--- src/rtl/simmem_pkg.sv ---
// Shared types and defaults for the simulated-memory delay model.
package simmem_pkg;

  localparam int unsigned RespBankCapacity  = 32;
  localparam int unsigned RespBankDataWidth = 14;
  localparam int unsigned RespBankIdWidth   = 4;

  // Width of a slot index into a bank of the given capacity (at least one bit).
  function automatic int unsigned entry_idx_width(int unsigned capacity);
    return (capacity > 1) ? $clog2(capacity) : 1;
  endfunction

  // Generic bank entry shared by the write-response and read-data channels.
  typedef struct packed {
    logic [RespBankDataWidth-1:0] content;
    logic [RespBankIdWidth-1:0]   id;
  } resp_bank_entry_t;

endpackage

--- src/rtl/simmem_first_one.sv ---
// Lowest-set-bit finder: one-hot and binary index of the lowest set input bit, plus a valid flag.
module simmem_first_one #(
  parameter int unsigned Width    = 8,
  parameter int unsigned IdxWidth = (Width > 1) ? $clog2(Width) : 1
) (
  input  logic [Width-1:0]    in_i,
  output logic [Width-1:0]    onehot_o,
  output logic [IdxWidth-1:0] idx_o,
  output logic                valid_o
);

  // Scan from the top so the lowest set bit is the last one to win.
  always_comb begin
    onehot_o = '0;
    idx_o    = '0;
    valid_o  = 1'b0;
    for (int i = Width - 1; i >= 0; i--) begin
      if (in_i[i]) begin
        onehot_o    = '0;
        onehot_o[i] = 1'b1;
        idx_o       = IdxWidth'(i);
        valid_o     = 1'b1;
      end
    end
  end

endmodule

--- src/rtl/simmem_resp_bank.sv ---
// ID-aware response bank: per-ID FIFO linked lists in one shared slot array, released per ID.
// Optional occupancy counter enabled by SIMMEM_RESP_BANK_OCCUPANCY_EN.
module simmem_resp_bank
  import simmem_pkg::*;
#(
  parameter int unsigned DataWidth = RespBankDataWidth,
  parameter int unsigned IDWidth   = RespBankIdWidth,
  parameter int unsigned Capacity  = RespBankCapacity,
  localparam int unsigned NumIds   = 2 ** IDWidth,
  localparam int unsigned IdxWidth = entry_idx_width(Capacity),
  localparam int unsigned LenWidth = $clog2(Capacity) + 1
) (
  input  logic                 clk_i,
  input  logic                 rst_i,
  input  logic                 in_valid_i,
  output logic                 in_ready_o,
  input  logic [IDWidth-1:0]   in_id_i,
  input  logic [DataWidth-1:0] in_data_i,
  input  logic [NumIds-1:0]    release_en_i,
  output logic                 out_valid_o,
  input  logic                 out_ready_i,
  output logic [IDWidth-1:0]   out_id_o,
  output logic [DataWidth-1:0] out_data_o,
  output logic [LenWidth-1:0]  occupancy_o
);

  logic [DataWidth-1:0] data_q [Capacity];
  logic [IdxWidth-1:0]  next_q [Capacity];
  logic [Capacity-1:0]  free_q;
  logic [IdxWidth-1:0]  head_q [NumIds];
  logic [IdxWidth-1:0]  tail_q [NumIds];
  logic [LenWidth-1:0]  len_q  [NumIds];
  logic [LenWidth-1:0]  len_d  [NumIds];

  logic [Capacity-1:0] alloc_onehot;
  logic [IdxWidth-1:0] alloc_idx;
  logic                alloc_valid;
  logic [NumIds-1:0]   cand;
  logic [NumIds-1:0]   sel_onehot;
  logic [IDWidth-1:0]  sel_id;
  logic                sel_valid;
  logic [NumIds-1:0]   wr_onehot;
  logic [IdxWidth-1:0] rd_slot;
  logic [Capacity-1:0] alloc_clr;
  logic [Capacity-1:0] rd_set;
  logic                wr_en;
  logic                rd_en;
  logic                wr_len_zero;
  logic                wr_head_popped;

  always_comb begin
    cand = '0;
    for (int i = 0; i < NumIds; i++) begin
      cand[i] = release_en_i[i] & (len_q[i] != '0);
    end
  end

  simmem_first_one #(
    .Width    (Capacity),
    .IdxWidth (IdxWidth)
  ) u_alloc (
    .in_i     (free_q),
    .onehot_o (alloc_onehot),
    .idx_o    (alloc_idx),
    .valid_o  (alloc_valid)
  );

  simmem_first_one #(
    .Width    (NumIds),
    .IdxWidth (IDWidth)
  ) u_sel (
    .in_i     (cand),
    .onehot_o (sel_onehot),
    .idx_o    (sel_id),
    .valid_o  (sel_valid)
  );

  assign in_ready_o  = alloc_valid;
  assign wr_en       = in_valid_i & alloc_valid;
  assign rd_en       = sel_valid & out_ready_i;
  assign rd_slot     = head_q[sel_id];
  assign out_valid_o = sel_valid;
  assign out_id_o    = sel_valid ? sel_id : '0;
  assign out_data_o  = sel_valid ? data_q[rd_slot] : '0;

  assign wr_onehot = wr_en ? (NumIds'(1) << in_id_i) : '0;
  assign alloc_clr = wr_en ? alloc_onehot : '0;
  assign rd_set    = rd_en ? (Capacity'(1) << rd_slot) : '0;

  assign wr_len_zero = (len_q[in_id_i] == '0);
  // Same-ID pop of the only entry: the new entry becomes both head and tail.
  assign wr_head_popped = rd_en && (sel_id == in_id_i) && (len_q[in_id_i] == LenWidth'(1));

  always_comb begin
    for (int i = 0; i < NumIds; i++) begin
      len_d[i] = len_q[i];
      if (wr_onehot[i] && !(rd_en && sel_onehot[i])) begin
        len_d[i] = len_q[i] + LenWidth'(1);
      end else if (!wr_onehot[i] && rd_en && sel_onehot[i]) begin
        len_d[i] = len_q[i] - LenWidth'(1);
      end
    end
  end

  always_ff @(posedge clk_i) begin
    if (rst_i) begin
      free_q <= '1;
      for (int i = 0; i < NumIds; i++) begin
        head_q[i] <= '0;
        tail_q[i] <= '0;
        len_q[i]  <= '0;
      end
    end else begin
      free_q <= (free_q & ~alloc_clr) | rd_set;
      for (int i = 0; i < NumIds; i++) begin
        len_q[i] <= len_d[i];
      end
      if (rd_en) begin
        head_q[sel_id] <= next_q[rd_slot];
      end
      // Placed after the pop so a same-ID append onto a just-emptied list takes the head.
      if (wr_en) begin
        tail_q[in_id_i] <= alloc_idx;
        if (wr_len_zero || wr_head_popped) begin
          head_q[in_id_i] <= alloc_idx;
        end
      end
    end
  end

  // Payload and link storage need no reset; validity is tracked by free_q and len_q.
  always_ff @(posedge clk_i) begin
    if (wr_en) begin
      data_q[alloc_idx] <= in_data_i;
      if (!wr_len_zero) begin
        next_q[tail_q[in_id_i]] <= alloc_idx;
      end
    end
  end

`ifdef SIMMEM_RESP_BANK_OCCUPANCY_EN
  logic [LenWidth-1:0] occ_q;
  logic [LenWidth-1:0] occ_d;

  always_comb begin
    occ_d = occ_q;
    if (wr_en && !rd_en) begin
      occ_d = occ_q + LenWidth'(1);
    end else if (!wr_en && rd_en) begin
      occ_d = occ_q - LenWidth'(1);
    end
  end

  always_ff @(posedge clk_i) begin
    if (rst_i) begin
      occ_q <= '0;
    end else begin
      occ_q <= occ_d;
    end
  end

  assign occupancy_o = occ_q;
`else
  assign occupancy_o = '0;
`endif

endmodule

--- config.mk ---
export PLATFORM = sky130hd
export DESIGN_NAME = simmem_resp_bank
export DESIGN_NICKNAME = d
export VERILOG_FILES = /design/src/rtl/simmem_pkg.sv /design/src/rtl/simmem_first_one.sv /design/src/rtl/simmem_resp_bank.sv
export SDC_FILE = /design/constraint.sdc
export NUM_CORES = 1
export LEC_CHECK = 0
export ABC_AREA = 1
export CAP_MARGIN = 40
export CORE_MARGIN = 10
export CORE_UTILIZATION = 43
export CTS_CLUSTER_DIAMETER = 120
export CTS_CLUSTER_SIZE = 14
export DETAILED_ROUTE_END_ITERATION = 16
export SKIP_LAST_GASP = 1
export SLEW_MARGIN = 10
export SYNTH_ARGS = -nofsm -noshare
export SYNTH_HDL_FRONTEND = slang
export SYNTH_HIERARCHICAL = 1
export SYNTH_SLANG_ARGS = --single-unit
--- constraint.sdc ---
create_clock -name clk_i -period 4.5 [get_ports clk_i]
set_input_delay 0.45 -clock clk_i [delete_from_list [all_inputs] [get_ports clk_i]]
set_output_delay 0.45 -clock clk_i [all_outputs]
set_load 0.01 [all_outputs]
==> metrics.txt <==
clk buf depth=3; DP Wirelength=79,300 um; layout cells sized above 1=18.3%; dominant cell type by area after synthesis=edfxtp_1; core area=98,700 um2; first-pass GRT wire length=191,000 um; crit start category=register; Vias per Instance=5.47; Avg Inst Size Synth=9.51 um2; Ys Warns=6; WP data required=4050 ps; Slew @ Worst Pin=approximately 800 ps; number of hold buffers added after CTS=0; Crit Path Max Fanout=8; most common flop cell mapped by yosys=edfxtp_1; outcome=finished with violations; die extent in x=336 um; Final Hold Fails=0; Routed Wire Length=127,000 um; row cnt=115; Die ar.=113,000 um2; ys async rst share=0%; CP Capture Type=output pin; multi-input logic area=15,900 um2; register bit count reported by yosys=around 900; initial DRC count=3,356; type of the worst min-delay path=in -> reg; clock skew=53.1 ps; Hold WS=~400 ps; antenna viol nets, final=0; initial core utilization=43.4%; register area share after synthesis=59.8%; Worst Reg-to-Reg Cells=36; WHS Path Cells=1; area delta synth->final=21.4%; crit path DAT=approximately 4400 ps; Port Buffers=57; Reg2Reg Capture Point=head_q[1][0]; WS Path Type=reg -> out; Max Freq=about 0.21 GHz; most used cell, CP=buf_12; max cap viols=0; Syn Inst Count=4,507; global-route usage over all layers=between 20% and 30%; largest net degree at the start of global routing=a little under 100; routed len/inst=20.3 um; CTS tree=built; vias in the first global route=32,400; Fillers=8,743; synthesized area=between 40,000 and 50,000 um2; H-Tree Depth=3; Final GP Congestion=0.869; fin nets=slightly above 5,000; Chip Height=around 340 um; Ports=64; Distinct cells, synth=52; Synth area leaders=edfxtp_1 54%, nand2_1 8.5%, nor2_1 6.5%, dfxtp_1 6.0%, nand3_1 4.2%; CP max-delay cell=dfxtp_2; initial antenna violation count=1; TritonCTS buffer count=74; R2R Setup Slk=210 ps; EDFF count, synth=768; failing checks=negative setup slack; final worst slack=-358 ps; family with the most delay on the worst path=simple AND/OR/NAND/NOR gates; CP max stage delay=340 ps; fin crit period=4860 ps; global route overflow=0; RSZ-0062 raised after global routing=yes; CTS sink count=896; min-delay src=in_data_i[12]; worst skew pair latency=700 ps; Reg2Reg Launch Point=len_q[13][2]; Worst Hold Path EP=data_q[17][12]; register area=25,600 um2; # setup viols final=14; DR pass1 iterations=6; Tcrit/Tclk final=108%; drt drc=0; ANT cells=0; Bufs and invs on worst path=11; CTS root buf=clkbuf_16; Synth top area share=53.8%; max-slew violation count=0; Reg clk slew, reported paths=70 ps; Via Count=34,100; relative slew slack=46.4%
## worst max path at each step
stage / slack, ps / endpoint / cells past startpoint / startpoint
finish: -360 / out_data_o[12] / 28 / len_q[15][3]
global route: -580 / out_data_o[8] / 35 / len_q[13][2]
CTS: -290 / out_data_o[3] / 31 / len_q[13][3]
detailed placement: -720 / out_data_o[8] / 28 / release_en_i[11]
global placement: -780 / out_data_o[8] / 28 / release_en_i[11]
floorplan: 730 / len_q[9][5] / 22 / len_q[15][0]
## state kept, by name (all words and copies together), names as in the netlist
signal  count
data_q    448
next_q    160
len_q      96
head_q     80
tail_q     80
free_q     32
## cells by family after synthesis
family / count (synthesis) / share of synthesized area, %
mux: 8 / 0.207
other cells: 1 / 0.00875
xor+xnor: 49 / 1.00
buf+inv: 536 / 5.59
simple gates: 2208 / 21.4
compound gates: 729 / 9.36
fa+ha+maj: 80 / 2.62
flops: 896 / 59.8
## Yosys cell counts, types with 3 or more instances
cell type	n
a21oi_1	191
a22oi_1	108
buf_1	11
buf_2	86
buf_4	41
buf_6	16
clkbuf_1	73
clkinv_1	3
dfxtp_1	128
edfxtp_1	768
fa_1	16
ha_1	64
inv_1	289
inv_2	15
mux2_2	7
nand2_1	975
nand2_2	11
nand2_4	3
nand3_1	364
nand4_1	18
nor2_1	743
nor2_2	17
nor2_4	5
nor3_1	37
nor3_2	11
nor4_1	10
nor4_4	3
o211ai_1	10
o21ai_0	224
o21ai_1	163
o21bai_1	6
o221ai_1	3
o22ai_1	18
xnor2_1	30
xor2_1	19
## area by class of cell
type                            instances  share of cell area [%]
Timing Repair Buffer                  551                    10.7
Clock inverter                          7                   0.260
Clock buffer                          103                    3.85
Sequential cell                       896                    49.3
Timing Repair inverter                  1                  0.0144
Multi-Input combinational cell       3081                    30.6
Tap cell                             1287                    3.09
Inverter                              308                    2.29
## what timing repair did
item,in CTS,in global routing
pin swaps,101,78
resized for setup,310,122
gates cloned,16,4
endpoints found under the hold margin,0,0
buffers inserted,101,17
setup endpoints to repair,93,105
## through the flow
| stage | cells | setup TNS [ps] | instance area (um2) | setup slack (ps) | utilization, % |
|---|---|---|---|---|---|
| 4_1_cts | 6222 | -8490 | 51500 | -295 | 52.2 |
| 2_1_floorplan | 4512 | 0 | 42900 | 729 | - |
| 6_report | 6234 | -4250 | 52000 | -358 | 52.7 |
| 5_1_grt | 6234 | -7380 | 52000 | -577 | 52.7 |
| 3_5_place_dp | 6001 | -27490 | 47400 | -717 | 48.0 |
| 3_3_place_gp | 5998 | -37540 | 47300 | -781 | 47.9 |
## placed cells by master, fill, tap and decap left out, types with 10 or more instances in the layout
master / instances
edfxtp_1: 768
nor2_2: 47
fa_1: 16
nor2_4: 30
o211ai_1: 10
nand3_1: 301
o21ai_1: 200
o22ai_1: 18
a22oi_1: 99
inv_1: 277
buf_2: 10
nor2_1: 688
buf_6: 31
buf_4: 382
dfxtp_2: 14
nor3_1: 36
xnor2_1: 30
inv_2: 20
clkdlybuf4s50_1: 40
o21ai_0: 177
nand2_2: 44
clkbuf_16: 80
ha_1: 63
nand2_1: 935
a21oi_2: 15
nor3_2: 11
dfxtp_1: 114
o21ai_2: 10
clkbuf_1: 27
a21oi_1: 173
xor2_1: 19
nand4_1: 18
buf_16: 13
buf_12: 63
nand3_2: 62
## layer usage
metal,up-vias,part of all wire (%),global-route usage [%]
met5,-,0,0
li1,16200,-,-
met1,16400,43,30.5
met4,0,2.4,5.44
met3,219,7.8,3.28
met2,1316,47,35.2
Power is not shown: default switching activity piles up to over one toggle a cycle in this logic, so the estimate is an artifact.
